<file path="config.mk">
export PLATFORM = sky130hd
export DESIGN_NAME = cic_comb_upsample
export DESIGN_NICKNAME = d
export VERILOG_FILES = /design/src/rtl/cic_comb_upsample.sv
export SDC_FILE = /design/constraint.sdc
export NUM_CORES = 1
export LEC_CHECK = 0
export CAP_MARGIN = 30
export CORE_UTILIZATION = 45
export DETAILED_ROUTE_END_ITERATION = 16
export DONT_BUFFER_PORTS = 1
export PLACE_DENSITY = 0.58
export SYNTH_ARGS = -nofsm -noshare
export SYNTH_HDL_FRONTEND = slang
export SYNTH_SLANG_ARGS = --single-unit
</file>
<file path="constraint.sdc">
create_clock -name clk -period 8.5 [get_ports clk]
set_clock_uncertainty 0.2 [all_clocks]
set_input_delay 2.55 -clock clk [delete_from_list [all_inputs] [get_ports clk]]
set_output_delay 2.55 -clock clk [all_outputs]
set_load 0.005 [all_outputs]
</file>
<file path="src/rtl/cic_comb_upsample.sv">
// Purpose: CIC interpolator front end; N comb stages (delay M) at the input rate, then zero-stuff by R.
// Latency: ena/out are registered one clk after each strobe slot; a held sample leaves on the next phase-0 slot.
// Backpressure: one-entry holding register; in_ready = register empty. An empty phase-0 slot emits 0 and sets sticky underrun.
module cic_comb_upsample #(
    parameter int BITWIDTH = 32,
    parameter int IN_W     = 16,
    parameter int N        = 3,
    parameter int M        = 1,
    parameter int R        = 8,
    parameter int CLK_DIV  = 1
) (
    input  logic                clk,
    input  logic                rst,
    input  logic [IN_W-1:0]     in_data,
    input  logic                in_valid,
    output logic                in_ready,
    output logic                ena,
    output logic [BITWIDTH-1:0] out,
    output logic                underrun
);

    localparam int DIV_W = (CLK_DIV > 1) ? $clog2(CLK_DIV) : 1;
    localparam int PH_W  = $clog2(R);

    typedef enum logic {
        S_IDLE,
        S_RUN
    } state_t;

    state_t              r_state;
    logic [DIV_W-1:0]    r_div;
    logic [PH_W-1:0]     r_phase;
    logic [BITWIDTH-1:0] r_hold;
    logic                r_hold_full;
    // r_z[k][j]: stage k input delayed by j+1 low-rate samples
    logic [BITWIDTH-1:0] r_z [N][M];

    logic [BITWIDTH-1:0] w_xin [N];
    logic [BITWIDTH-1:0] w_xout [N];
    logic                w_push;
    logic                w_slot;

    // The holding register is the only thing gating acceptance; nothing is accepted while reset is held.
    assign in_ready = !rst && !r_hold_full;
    assign w_push   = in_valid && in_ready;
    assign w_slot   = (r_state == S_RUN) && (r_div == DIV_W'(CLK_DIV - 1));

    // Comb cascade on the held sample: each stage subtracts its input from M samples ago.
    always_comb begin
        logic [BITWIDTH-1:0] v_x;
        v_x = r_hold;
        for (int k = 0; k < N; k++) begin
            w_xin[k]  = v_x;
            w_xout[k] = v_x - r_z[k][M-1];
            v_x       = w_xout[k];
        end
    end

    // Control FSM, rate divider, phase counter, holding register, comb delay lines and outputs.
    always_ff @(posedge clk) begin
        if (rst) begin
            r_state     <= S_IDLE;
            r_div       <= '0;
            r_phase     <= '0;
            r_hold      <= '0;
            r_hold_full <= 1'b0;
            ena         <= 1'b0;
            out         <= '0;
            underrun    <= 1'b0;
            for (int k = 0; k < N; k++) begin
                for (int j = 0; j < M; j++) begin
                    r_z[k][j] <= '0;
                end
            end
        end else begin
            ena <= 1'b0;

            // Push and pop are mutually exclusive: push needs an empty register, pop a full one.
            if (w_push) begin
                r_hold      <= BITWIDTH'(signed'(in_data));
                r_hold_full <= 1'b1;
            end

            case (r_state)
                S_IDLE: begin
                    r_div <= '0;
                    if (r_hold_full) begin
                        r_state <= S_RUN;
                    end
                end
                S_RUN: begin
                    if (w_slot) begin
                        r_div <= '0;
                        ena   <= 1'b1;
                        if (r_phase == PH_W'(R - 1)) begin
                            r_phase <= '0;
                        end else begin
                            r_phase <= r_phase + PH_W'(1);
                        end

                        if (r_phase == '0) begin
                            if (r_hold_full) begin
                                r_hold_full <= 1'b0;
                                out         <= w_xout[N-1];
                                for (int k = 0; k < N; k++) begin
                                    r_z[k][0] <= w_xin[k];
                                    for (int j = 1; j < M; j++) begin
                                        r_z[k][j] <= r_z[k][j-1];
                                    end
                                end
                            end else begin
                                // Keep the output rate: emit a zero and leave the comb state untouched.
                                out      <= '0;
                                underrun <= 1'b1;
                            end
                        end else begin
                            out <= '0;
                        end
                    end else begin
                        r_div <= r_div + DIV_W'(1);
                    end
                end
                default: r_state <= S_IDLE;
            endcase
        end
    end

endmodule

</file>
==> results.md <==
* Max stage delay cell, worst path: sky130_fd_sc_hd__a2111o_1
* Slack of the worst reg-to-reg path at 980 ps
* Total clock buffers created by CTS at 17
* Antenna cell count at 0
* Final-layout setup total negative slack at 0 ps
* Area of the core region at ~0.019 mm2
* Status: finished clean
* Number of nets with antenna violations after detailed routing at 0
* Count of flip-flops with a built-in enable after synthesis at 80
* Pin count of the biggest net entering global routing at 48
* Number of design rule violations left after detail routing at 0
* CTS tree: yes
* Ratio of total power to cell area at 303.6 mW/mm2
* Final total power at 2.966 mW
* Startpoint Class: flip-flop
* Tightest Hold Check Type: flip-flop to flip-flop
* Layout cells sized above 1 at 0.04858
* Layout Nets at 1079
* DRT Pass-1 Iters at 5
* Die boundary height at 142.3 um
* Number of buffers inserted by post-CTS setup repair at 0
* Mean cell area of the mapped netlist at approximately 9.0 um2
* Count of input and output buffers at 0
* Worst Reg2Reg Path Length in Cells at 31
* Count of buffering cells on the critical path with inverters included at 2
* Share of Yosys cell area claimed by the top area cell type at 0.2711
* Launch point of the critical path: r_hold[0]$_SDFFE_PP0P_
* Die area at a little over 0.02 mm2
* First-pass GRT wire length at 29130 um
* Crit path max fanout at 9
* Worst-case setup slack after placement at 958.6 ps
* Min setup slack post-route at 979.2 ps
* Post-synth cell types at 65
* Number of cell rows at 50
* Number of gates resized after CTS at 0
* Count of synthesis-stage warnings from yosys at 0
* Root buffer cell: sky130_fd_sc_hd__clkbuf_16
* Maximum vdd ir drop at 0.0001450 V
* Initial cell density of the core at 0.4660
* Reg-to-reg startpoint: r_hold[0]$_SDFFE_PP0P_
* Fin util at 0.5137
* Async set-reset flop share out of synthesis at 0
* Iteration-0 DRC count of the detailed router at 275
* Leading area contributor after synthesis: sky130_fd_sc_hd__edfxtp_1
* GPL Wtd Cong at 0.8816
* Stages on the worst setup path at 31
* Synthesized flop and latch total at about 140
* Top Ports at 54
* Drt wl/cell at 13.83 um
* Vias at 6404
* Final HPWL DP at 12920 um
* Fin. max-slew vios at 0
* Post-synth top flop: sky130_fd_sc_hd__edfxtp_1
* Cell leakage power at 4.088 nW
* Final setup violation count at 0
* Die X at 142.3 um
* Count of filler cells inserted in the layout at 1807
* Capture point of the worst path: out[31]$_SDFFE_PP0P_
* Final critical-path share of the clock period at 0.8848
* Endpoint type of the worst setup path: flip-flop
* Depth of the CTS H-tree at 4
* Cell types occupying the most area after synthesis: sky130_fd_sc_hd__edfxtp_1, sky130_fd_sc_hd__dfxtp_1, sky130_fd_sc_hd__ha_1
* Number of global-route vias before repair at 5898
* Sequential share of the synthesized area at 0.3976
* Combined global-route utilization of all metal layers at 0.1823
* Synthesis-to-finish area growth at 10.24%
* Finished Cell Area at 0.009769 mm2
* Max-capacitance violation count at 0
* Total congestion overflow after global routing at 0
* Antenna violations before repair at 0
* Critical path data arrival time at roughly 7600 ps
* Worst R2R End: out[31]$_SDFFE_PP0P_
* Instance count along the most critical hold path at 2
* Clock latency of the later-clocked register in the worst-skew pair at 420 ps
* Final hold viol count at 0
* Number of instances in the synthesized netlist at 982
* Time the final worst path needs with I/O delays and setup at 7521 ps
* Headroom to the max-slew limit at 0.3335
* Average vias per placed instance at 5.131
* Clock sink count at ~140
* Max Clk Rate at 133.0 MHz
* CP required at 8620 ps
* Family with the most delay on the worst path: compound AO/OA/AOI/OAI gates
* Transition time at the pin with the least slew margin at 999.7 ps
* Crit Path Class: flip-flop to flip-flop
* Unrepaired setup endpoints after global routing: no
* Number of hold-repair buffers added at the cts stage at 0
* Max clock buf depth at 2
* Routed wire length at 17260 um
* Delay of the slowest critical-path stage at ~480 ps
* Clk pin slew, worst setup/hold paths at about 60 ps
* Area after detailed placement at 0.009150 mm2
* Cell area after synthesis at 0.008862 mm2
* Net count after synthesis at 1086
==> where the power goes <==
group | internal (mW) | switching (mW) | leakage, nW
registers | 0.733 | 0.0171 | 1.28
logic | 0.608 | 0.839 | 2.50
clock network | 0.484 | 0.285 | 0.307
total | 1.82 | 1.14 | 4.09
==> cells in the mapped netlist (13+ instances only) <==
cell type and n:
sky130_fd_sc_hd__inv_1 101, sky130_fd_sc_hd__nor2_1 97, sky130_fd_sc_hd__ha_1 81, sky130_fd_sc_hd__edfxtp_1 80, sky130_fd_sc_hd__a21oi_1 70, sky130_fd_sc_hd__nand2_1 63, sky130_fd_sc_hd__and2_1 58, sky130_fd_sc_hd__dfxtp_1 56
sky130_fd_sc_hd__o21ai_0 45, sky130_fd_sc_hd__a21o_1 35, sky130_fd_sc_hd__xnor2_1 34, sky130_fd_sc_hd__clkbuf_1 32, sky130_fd_sc_hd__xor2_1 31, sky130_fd_sc_hd__nand2b_1 29, sky130_fd_sc_hd__nor3_1 14, sky130_fd_sc_hd__o21ai_1 14
sky130_fd_sc_hd__a31oi_1 13
==> worst min-delay path by stage <==
stage / start / end / slack (ps)
6_report: out[23]$_SDFFE_PP0P_ / out[23]$_SDFFE_PP0P_ / 260
4_1_cts: out[27]$_SDFFE_PP0P_ / out[27]$_SDFFE_PP0P_ / 270
3_5_place_dp: out[27]$_SDFFE_PP0P_ / out[27]$_SDFFE_PP0P_ / 260
3_3_place_gp: out[4]$_SDFFE_PP0P_ / out[4]$_SDFFE_PP0P_ / 250
2_1_floorplan: out[31]$_SDFFE_PP0P_ / out[31]$_SDFFE_PP0P_ / 240
5_1_grt: out[23]$_SDFFE_PP0P_ / out[23]$_SDFFE_PP0P_ / 280
==> routing by layer <==
layer | up-vias | wire [um] | track usage
met5 | - | 0 | 0
met4 | 0 | 257 | 0.05999
met3 | 19 | 416 | 0.03365
met2 | 90 | 7343 | 0.2797
met1 | 2871 | 9247 | 0.2575
li1 | 3424 | - | -
==> cells by family after synthesis <==
group / synth area share
and+or+nand+nor: 0.1684
AOI/OAI and AO/OA: 0.1896
DFF: 0.3976
buffers and inverters: 0.05633
adders and majority gates: 0.1234
xor gates and xnor gates: 0.06424
other: 0.0004231
==> per-stage QoR <==
stage	instances	hold slack, ps
detailed placement	1216	258.7
finish	1248	262.8
global route	1248	280.7
floorplan	982	241.9
CTS	1248	265.4
global placement	1213	249.4
==> sequential cells by signal (all words and copies together) (netlist names) <==
register / flops
r_z: 80
out: 32
r_hold: 16
r_phase: 3
ena: 1
r_div: 1
r_hold_full: 1
r_state: 1
underrun: 1
==> worst min-delay path: cells and delay by family (launching register included) <==
kind | cells | cell delay [ps]
flip-flops | 1 | 320
AO/OA/AOI/OAI | 1 | 50
AND/OR/NAND/NOR | 1 | 50
==> cell usage in the layout, fill, tap and decap left out, types with 4 or more instances in the layout <==
cell type / count
sky130_fd_sc_hd__nand2b_1: 28
sky130_fd_sc_hd__ha_1: 81
sky130_fd_sc_hd__edfxtp_1: 80
sky130_fd_sc_hd__o31ai_1: 4
sky130_fd_sc_hd__a22oi_1: 10
sky130_fd_sc_hd__nor2_1: 96
sky130_fd_sc_hd__a221oi_1: 4
sky130_fd_sc_hd__o22ai_1: 4
sky130_fd_sc_hd__clkbuf_8: 4
sky130_fd_sc_hd__and2_1: 58
sky130_fd_sc_hd__o21a_1: 10
sky130_fd_sc_hd__a211o_1: 5
sky130_fd_sc_hd__inv_1: 101
sky130_fd_sc_hd__nor2b_1: 7
sky130_fd_sc_hd__a21o_1: 35
sky130_fd_sc_hd__buf_4: 4
sky130_fd_sc_hd__xor2_1: 31
sky130_fd_sc_hd__o21bai_1: 8
sky130_fd_sc_hd__xnor2_1: 34
sky130_fd_sc_hd__o21ai_0: 45
sky130_fd_sc_hd__o21ai_1: 14
sky130_fd_sc_hd__a31oi_1: 13
sky130_fd_sc_hd__nand4_1: 5
sky130_fd_sc_hd__clkbuf_16: 18
sky130_fd_sc_hd__a211oi_1: 5
sky130_fd_sc_hd__nand2_1: 63
sky130_fd_sc_hd__a21oi_1: 70
sky130_fd_sc_hd__nand3_1: 10
sky130_fd_sc_hd__dfxtp_1: 56
sky130_fd_sc_hd__nor3_1: 14
sky130_fd_sc_hd__fa_1: 4
sky130_fd_sc_hd__and3_1: 7
==> cell type report <==
| cell class | instances | area [um2] | share of cell area |
|---|---|---|---|
| clock buffers | 24 | 513.0 | 0.05251 |
| clock inverters | 8 | 106.4 | 0.01089 |
| inverters | 101 | 379.1 | 0.03881 |
| multi-input cells | 713 | 4850 | 0.4964 |
| flip-flops and latches | 136 | 3523 | 0.3607 |
| well taps | 260 | 325.3 | 0.03330 |
| repair buffers | 6 | 72.57 | 0.007428 |
Note: power is estimated with default switching activity, not from simulation.
